===== src/rtl/id_ex_if.sv =====
// ID -> EX handshake bundle: decoded fields in, registered EX copies and
// interlock status out.
interface id_ex_if #(
    parameter int DATA_W = 32,
    parameter int REG_AW = 5,
    parameter int CNT_W  = 16
);
    logic              id_valid;
    logic [DATA_W-1:0] id_pc, id_rs1_data, id_rs2_data, id_imm;
    logic [REG_AW-1:0] id_rs1, id_rs2, id_rd;
    logic [2:0]        id_funct3;
    logic [6:0]        id_funct7;
    logic [1:0]        id_alu_op;
    logic [5:0]        id_ctrl;
    logic              ex_flush;
    logic              hold;

    logic              ex_valid;
    logic [DATA_W-1:0] ex_pc, ex_rs1_data, ex_rs2_data, ex_imm;
    logic [REG_AW-1:0] ex_rs1, ex_rs2, ex_rd;
    logic [2:0]        ex_funct3;
    logic [6:0]        ex_funct7;
    logic [1:0]        ex_alu_op;
    logic [5:0]        ex_ctrl;
    logic              load_use_stall;
    logic [CNT_W-1:0]  bubble_cnt;

    // ID side / pipeline control
    modport master (
        output id_valid, id_pc, id_rs1_data, id_rs2_data, id_imm,
               id_rs1, id_rs2, id_rd, id_funct3, id_funct7, id_alu_op, id_ctrl,
               ex_flush, hold,
        input  ex_valid, ex_pc, ex_rs1_data, ex_rs2_data, ex_imm,
               ex_rs1, ex_rs2, ex_rd, ex_funct3, ex_funct7, ex_alu_op, ex_ctrl,
               load_use_stall, bubble_cnt
    );

    // the stage register itself
    modport slave (
        input  id_valid, id_pc, id_rs1_data, id_rs2_data, id_imm,
               id_rs1, id_rs2, id_rd, id_funct3, id_funct7, id_alu_op, id_ctrl,
               ex_flush, hold,
        output ex_valid, ex_pc, ex_rs1_data, ex_rs2_data, ex_imm,
               ex_rs1, ex_rs2, ex_rd, ex_funct3, ex_funct7, ex_alu_op, ex_ctrl,
               load_use_stall, bubble_cnt
    );
endinterface


===== src/rtl/id_ex_stage_reg.sv =====
// ID/EX pipeline register with load-use interlock, flush squash, downstream
// hold and a saturating count of interlock bubbles.
module id_ex_stage_reg #(
    parameter int DATA_W = 32,
    parameter int REG_AW = 5,
    parameter int CNT_W  = 16
) (
    input  logic  clk,
    input  logic  reset,   // async, active low
    id_ex_if.slave bus
);
    // id_ctrl = {alu_src, mem_read, mem_write, reg_write, mem_to_reg, branch}
    localparam int CTRL_MEM_READ = 4;

    typedef struct packed {
        logic              valid;
        logic [DATA_W-1:0] pc;
        logic [DATA_W-1:0] rs1_data;
        logic [DATA_W-1:0] rs2_data;
        logic [DATA_W-1:0] imm;
        logic [REG_AW-1:0] rs1;
        logic [REG_AW-1:0] rs2;
        logic [REG_AW-1:0] rd;
        logic [2:0]        funct3;
        logic [6:0]        funct7;
        logic [1:0]        alu_op;
        logic [5:0]        ctrl;
    } stage_t;

    stage_t           id_s, ex_d, ex_q;
    logic [CNT_W-1:0] cnt_d, cnt_q;
    logic             stall;

    // gather the ID-side fields into one record
    always_comb begin
        id_s          = '0;
        id_s.valid    = bus.id_valid;
        id_s.pc       = bus.id_pc;
        id_s.rs1_data = bus.id_rs1_data;
        id_s.rs2_data = bus.id_rs2_data;
        id_s.imm      = bus.id_imm;
        id_s.rs1      = bus.id_rs1;
        id_s.rs2      = bus.id_rs2;
        id_s.rd       = bus.id_rd;
        id_s.funct3   = bus.id_funct3;
        id_s.funct7   = bus.id_funct7;
        id_s.alu_op   = bus.id_alu_op;
        id_s.ctrl     = bus.id_ctrl;
    end

    // Load in EX whose destination feeds ID: stall. x0 is never a hazard;
    // flush/hold suppress it because they already decide this edge.
    assign stall = ex_q.valid & ex_q.ctrl[CTRL_MEM_READ] & bus.id_valid
                 & (ex_q.rd != '0)
                 & ((ex_q.rd == bus.id_rs1) | (ex_q.rd == bus.id_rs2))
                 & ~bus.ex_flush & ~bus.hold;

    // next state: flush > hold > interlock bubble > normal load
    always_comb begin
        ex_d  = ex_q;
        cnt_d = cnt_q;
        if (bus.ex_flush) begin
            ex_d        = id_s;
            ex_d.valid  = 1'b0;
            ex_d.ctrl   = '0;
            ex_d.alu_op = '0;
        end else if (bus.hold) begin
            ex_d = ex_q;
        end else if (stall) begin
            ex_d        = id_s;
            ex_d.valid  = 1'b0;
            ex_d.ctrl   = '0;
            ex_d.alu_op = '0;
            if (cnt_q != '1) cnt_d = cnt_q + 1'b1;
        end else begin
            ex_d = id_s;
            if (!bus.id_valid) ex_d.ctrl = '0;
        end
    end

    // stage register and bubble counter
    always_ff @(posedge clk or negedge reset) begin
        if (!reset) begin
            ex_q  <= '0;
            cnt_q <= '0;
        end else begin
            ex_q  <= ex_d;
            cnt_q <= cnt_d;
        end
    end

    assign bus.ex_valid       = ex_q.valid;
    assign bus.ex_pc          = ex_q.pc;
    assign bus.ex_rs1_data    = ex_q.rs1_data;
    assign bus.ex_rs2_data    = ex_q.rs2_data;
    assign bus.ex_imm         = ex_q.imm;
    assign bus.ex_rs1         = ex_q.rs1;
    assign bus.ex_rs2         = ex_q.rs2;
    assign bus.ex_rd          = ex_q.rd;
    assign bus.ex_funct3      = ex_q.funct3;
    assign bus.ex_funct7      = ex_q.funct7;
    assign bus.ex_alu_op      = ex_q.alu_op;
    assign bus.ex_ctrl        = ex_q.ctrl;
    assign bus.load_use_stall = stall;
    assign bus.bubble_cnt     = cnt_q;
endmodule


===== src/flat_wrapper.sv =====
// flat-port wrapper written by rule: the top's interface ports become plain ports
module id_ex_stage_reg_flat 
#(
    parameter int DATA_W = 32,
    parameter int REG_AW = 5,
    parameter int CNT_W  = 16
)
  (clk, reset, bus_id_valid, bus_id_pc, bus_id_rs1_data, bus_id_rs2_data, bus_id_imm, bus_id_rs1, bus_id_rs2, bus_id_rd, bus_id_funct3, bus_id_funct7, bus_id_alu_op, bus_id_ctrl, bus_ex_flush, bus_hold, bus_ex_valid, bus_ex_pc, bus_ex_rs1_data, bus_ex_rs2_data, bus_ex_imm, bus_ex_rs1, bus_ex_rs2, bus_ex_rd, bus_ex_funct3, bus_ex_funct7, bus_ex_alu_op, bus_ex_ctrl, bus_load_use_stall, bus_bubble_cnt);
  id_ex_if #(.DATA_W(DATA_W), .REG_AW(REG_AW), .CNT_W(CNT_W)) bus_i ();
  input  logic clk;
  input  logic reset;
  input wire logic [$bits(bus_i.id_valid)-1:0] bus_id_valid;
  input wire logic [$bits(bus_i.id_pc)-1:0] bus_id_pc;
  input wire logic [$bits(bus_i.id_rs1_data)-1:0] bus_id_rs1_data;
  input wire logic [$bits(bus_i.id_rs2_data)-1:0] bus_id_rs2_data;
  input wire logic [$bits(bus_i.id_imm)-1:0] bus_id_imm;
  input wire logic [$bits(bus_i.id_rs1)-1:0] bus_id_rs1;
  input wire logic [$bits(bus_i.id_rs2)-1:0] bus_id_rs2;
  input wire logic [$bits(bus_i.id_rd)-1:0] bus_id_rd;
  input wire logic [$bits(bus_i.id_funct3)-1:0] bus_id_funct3;
  input wire logic [$bits(bus_i.id_funct7)-1:0] bus_id_funct7;
  input wire logic [$bits(bus_i.id_alu_op)-1:0] bus_id_alu_op;
  input wire logic [$bits(bus_i.id_ctrl)-1:0] bus_id_ctrl;
  input wire logic [$bits(bus_i.ex_flush)-1:0] bus_ex_flush;
  input wire logic [$bits(bus_i.hold)-1:0] bus_hold;
  output wire logic [$bits(bus_i.ex_valid)-1:0] bus_ex_valid;
  output wire logic [$bits(bus_i.ex_pc)-1:0] bus_ex_pc;
  output wire logic [$bits(bus_i.ex_rs1_data)-1:0] bus_ex_rs1_data;
  output wire logic [$bits(bus_i.ex_rs2_data)-1:0] bus_ex_rs2_data;
  output wire logic [$bits(bus_i.ex_imm)-1:0] bus_ex_imm;
  output wire logic [$bits(bus_i.ex_rs1)-1:0] bus_ex_rs1;
  output wire logic [$bits(bus_i.ex_rs2)-1:0] bus_ex_rs2;
  output wire logic [$bits(bus_i.ex_rd)-1:0] bus_ex_rd;
  output wire logic [$bits(bus_i.ex_funct3)-1:0] bus_ex_funct3;
  output wire logic [$bits(bus_i.ex_funct7)-1:0] bus_ex_funct7;
  output wire logic [$bits(bus_i.ex_alu_op)-1:0] bus_ex_alu_op;
  output wire logic [$bits(bus_i.ex_ctrl)-1:0] bus_ex_ctrl;
  output wire logic [$bits(bus_i.load_use_stall)-1:0] bus_load_use_stall;
  output wire logic [$bits(bus_i.bubble_cnt)-1:0] bus_bubble_cnt;
  assign bus_i.id_valid = bus_id_valid;
  assign bus_i.id_pc = bus_id_pc;
  assign bus_i.id_rs1_data = bus_id_rs1_data;
  assign bus_i.id_rs2_data = bus_id_rs2_data;
  assign bus_i.id_imm = bus_id_imm;
  assign bus_i.id_rs1 = bus_id_rs1;
  assign bus_i.id_rs2 = bus_id_rs2;
  assign bus_i.id_rd = bus_id_rd;
  assign bus_i.id_funct3 = bus_id_funct3;
  assign bus_i.id_funct7 = bus_id_funct7;
  assign bus_i.id_alu_op = bus_id_alu_op;
  assign bus_i.id_ctrl = bus_id_ctrl;
  assign bus_i.ex_flush = bus_ex_flush;
  assign bus_i.hold = bus_hold;
  assign bus_ex_valid = bus_i.ex_valid;
  assign bus_ex_pc = bus_i.ex_pc;
  assign bus_ex_rs1_data = bus_i.ex_rs1_data;
  assign bus_ex_rs2_data = bus_i.ex_rs2_data;
  assign bus_ex_imm = bus_i.ex_imm;
  assign bus_ex_rs1 = bus_i.ex_rs1;
  assign bus_ex_rs2 = bus_i.ex_rs2;
  assign bus_ex_rd = bus_i.ex_rd;
  assign bus_ex_funct3 = bus_i.ex_funct3;
  assign bus_ex_funct7 = bus_i.ex_funct7;
  assign bus_ex_alu_op = bus_i.ex_alu_op;
  assign bus_ex_ctrl = bus_i.ex_ctrl;
  assign bus_load_use_stall = bus_i.load_use_stall;
  assign bus_bubble_cnt = bus_i.bubble_cnt;
  id_ex_stage_reg #(.DATA_W(DATA_W), .REG_AW(REG_AW), .CNT_W(CNT_W)) u_core (.clk(clk), .reset(reset), .bus(bus_i));
endmodule

===== config.mk =====
export PLATFORM = sky130hd
export DESIGN_NAME = id_ex_stage_reg_flat
export DESIGN_NICKNAME = d
export VERILOG_FILES = /design/src/rtl/id_ex_if.sv /design/src/rtl/id_ex_stage_reg.sv /design/src/flat_wrapper.sv
export SDC_FILE = /design/constraint.sdc
export NUM_CORES = 1
export LEC_CHECK = 0
export BUFFER_PORTS_ARGS = -buffer_cell sky130_fd_sc_hd__buf_2
export CAP_MARGIN = 15
export CORE_AREA = 2 2 136 138
export CTS_BUF_LIST = sky130_fd_sc_hd__clkbuf_8
export DETAILED_ROUTE_END_ITERATION = 7
export DIE_AREA = 0 0 138 140
export HOLD_SLACK_MARGIN = 0.02
export PLACE_DENSITY = 0.73
export SYNTH_ARGS = -nofsm -noshare
export SYNTH_HDL_FRONTEND = slang
export SYNTH_SLANG_ARGS = --single-unit

===== constraint.sdc =====
create_clock -name clk -period 2.04 [get_ports clk]
set_clock_uncertainty 0.1 [all_clocks]
set_input_delay 0.102 -clock clk [delete_from_list [all_inputs] [get_ports clk]]
set_output_delay 0.102 -clock clk [all_outputs]
set_load 0.02 [all_outputs]

==> results.sh <==
export IMPL_run_status="complete, but fails checks"
export IMPL_violations="setup timing"
export IMPL_maxSlewHeadroom=0.6397
export IMPL_cp_end_kind="flop"
export IMPL_antennaDiodeCount=0
export IMPL_place_port_buffers=344
export IMPL_maxSlewViolCount=0
export IMPL_path_class="flop to flop"
export IMPL_wl_um=23650
export IMPL_grt_max_degree=91
export IMPL_maxCapViolCount=0
export IMPL_synth_cell_type_count=30
export IMPL_yosys_register_bits=178
export IMPL_dieWidth_um=138
export IMPL_dp_slack_ns=0.04381
export IMPL_num_vias=7316
export IMPL_rsz0062_at_grt="true"
export IMPL_clk_root_buffer_cell="clkbuf_8"
export IMPL_fin_ws_ns=-0.006178
export IMPL_async_reset_ff_frac=1.000
export IMPL_ant_nets=0
export IMPL_first_iter_violations=446
export IMPL_area_growth_pct=61.87
export IMPL_leakagePower_uw=0.006283
export IMPL_syn_cell_area_mm2=0.007035
export IMPL_wl_per_cell_um=15.34
export IMPL_reg2reg_from="u_core.bus.ex_rd[2]"
export IMPL_synth_edf_count=0
export IMPL_vdd_drop_max_mv=0.4009
export IMPL_p_per_area_mw_per_mm2=722.3
export IMPL_dr_pass1_iters=4
export IMPL_layout_commonest_cell="nand2_1"
export IMPL_start_util=0.3957
export IMPL_design_core_area_mm2=0.01778
export IMPL_worstPathMaxFanout=7
export IMPL_yosysSeqAreaShare=0.6331
export IMPL_dieArea_mm2=0.01932
export IMPL_r2r_end="u_core.bus.bubble_cnt[6]"
export IMPL_min_period_ns=2.046
export IMPL_synth_area_per_cell_um2=8.997
export IMPL_layout_common_cells="nand2_1 (467), buf_2 (342), dfrtp_1 (174), dlygate4sd3_1 (169), xor2_1 (23)"
export IMPL_grt_pass1_vias=7600
export IMPL_drcViolationCount=0
export IMPL_ios=345
export IMPL_rows=49
export IMPL_antenna_found_initial=0
export IMPL_cp_required_ns=2.30
export IMPL_cp_start_kind="flop"
export IMPL_tightest_slew_ns=0.5363
export IMPL_rr_worst_depth=7
export IMPL_fin_util=0.6405
export IMPL_finalSetupViolCount=1
export IMPL_numCtsBuffers=17
export IMPL_drive_gt1_frac=0.3184
export IMPL_hp_class="primary input to asynchronous set/reset pin"
export IMPL_post_route_period_util=1.003
export IMPL_cts_buffer_depth=2
export IMPL_routabilityCongestion=0.8468
export IMPL_cts_clk_slew_worst_paths_ns=0.09
export IMPL_via_per_inst=4.744
export IMPL_h_tree_depth=4
export IMPL_r2r_slack_ns=-0.006
export IMPL_yosys_warnings=0
export IMPL_hold_viol=0
export IMPL_cts_tree="done"
export IMPL_insertion_delay_ns=0.45
export IMPL_grt_pass1_wl_um=37720
export IMPL_overflow=0
export IMPL_fp_dieH_um=140
export IMPL_final_nets=1467
export IMPL_cts_num_sinks=178
export IMPL_synth_ff_type="dfrtp_1"
export IMPL_fmax_mhz=488.7
export IMPL_syn_inst=782
export IMPL_synth_nets=949
export IMPL_cp_data_arrival_time_ns=2.30
export IMPL_dp_hpwl_um=14420
export IMPL_fillCellCount=1332
export IMPL_grt_usage=0.2423
## how the worst max path moves through the flow
stage                                   startpoint                   endpoint  slack (ns)  cells after the start
after global placement         u_core.bus.ex_rd[2]   u_core.bus.bubble_cnt[1]         0.1                      5
after global routing           u_core.bus.ex_rd[2]   u_core.bus.bubble_cnt[6]       -0.07                      7
after floorplan                u_core.bus.ex_rd[2]   u_core.bus.bubble_cnt[1]        0.13                      5
after detailed placement  u_core.bus.bubble_cnt[0]  u_core.bus.bubble_cnt[11]        0.04                      7
after CTS                      u_core.bus.ex_rd[3]         bus_load_use_stall       0.006                      6
final                          u_core.bus.ex_rd[2]   u_core.bus.bubble_cnt[6]      -0.006                      7
## power breakdown
group	leakage, uW	internal, uW	total [uW]	switching, uW
combinational	0.00390	685	1630	948
sequential	0.00216	3790	3930	147
clock	0.000216	1350	2660	1310
total	0.00628	5820	8230	2410
## Yosys cell counts (4+ instances only)
| master | number | area [um2] |
|---|---|---|
| nor2_1 | 5 | 18.77 |
| nand3b_1 | 6 | 45.04 |
| and3_1 | 4 | 25.02 |
| nand4_1 | 4 | 25.02 |
| dfrtp_1 | 178 | 4454 |
| inv_1 | 4 | 15.01 |
| o21ai_0 | 7 | 35.03 |
| nand2_1 | 468 | 1757 |
| nor3_1 | 14 | 70.07 |
| nand3_1 | 8 | 40.04 |
| xor2_1 | 23 | 201.4 |
| clkbuf_1 | 31 | 116.4 |
| buf_1 | 4 | 15.01 |
## routing by layer
metal,track usage,vias to the layer above,wire (um)
met3,0.06393,72,1818
li1,-,3457,-
met1,0.2805,3429,9106
met4,0.1171,0,942
met2,0.4197,358,11780
met5,0,-,0
## timing repair
action	in CTS	in global routing
pin swaps	5	4
hold buffers	169	0
resized for setup	11	7
hold endpoints to repair	340	0
endpoints found under the setup margin	1	11
buffers inserted	6	1
## cells by family (layout without fill, tap and decap cells)
logic type / Yosys count / count (layout) / synth area share
AND/OR/NAND/NOR: 523 / 523 / 0.2956
flip-flops: 178 / 178 / 0.6331
buffers and inverters: 41 / 572 / 0.02223
XOR/XNOR: 23 / 23 / 0.02863
AO/OA/AOI/OAI: 13 / 13 / 0.01405
multiplexers: 3 / 3 / 0.004624
adder cells (fa/ha/maj): 1 / 1 / 0.001778
## worst max-delay path, cell delays in order, from the launching register on
cell,delay [ns]
dfrtp_2,0.46
xor2_1,0.18
nor3_2,0.20
a22oi_2,0.12
buf_4,0.19
buf_4,0.16
nor4_2,0.32
xor2_1,0.22
## stage by stage
stage          cell area [um2]  hold slack [ns]  power [uW]  setup TNS [ns]  instances
2_1_floorplan             7036          -0.2936        4667               0        782
3_3_place_gp              9139          0.01420        5293               0       1335
3_5_place_dp              9139         0.009443        5324               0       1335
4_1_cts                  11350          0.04058        8278               0       1541
5_1_grt                  11390          0.05903        8635         -0.1735       1542
6_report                 11390          0.08155        8226       -0.006178       1542
## registers in the layout, summed over array words and instances (netlist names)
signal	cells
u_core.bus.ex_rs2	5
u_core.bus.ex_imm	32
u_core.bus.ex_alu_op	2
u_core.bus.ex_rs1_data	32
u_core.bus.ex_ctrl	6
u_core.bus.ex_funct3	3
u_core.bus.ex_rd	5
u_core.bus.ex_rs2_data	32
u_core.bus.ex_pc	32
u_core.bus.ex_valid	1
u_core.bus.ex_funct7	7
u_core.bus.bubble_cnt	16
u_core.bus.ex_rs1	5
## cell type report
class	count	area [um2]	share of cell area
Timing Repair Buffer	536	3686	0.3237
Inverter	4	15.01	0.001318
Clock buffer	17	234.0	0.02054
Multi-Input combinational cell	563	2505	0.2200
Sequential cell	178	4459	0.3916
Clock inverter	15	202.7	0.01780
Tap cell	229	286.5	0.02516
Power figures use the tool's default switching activity.
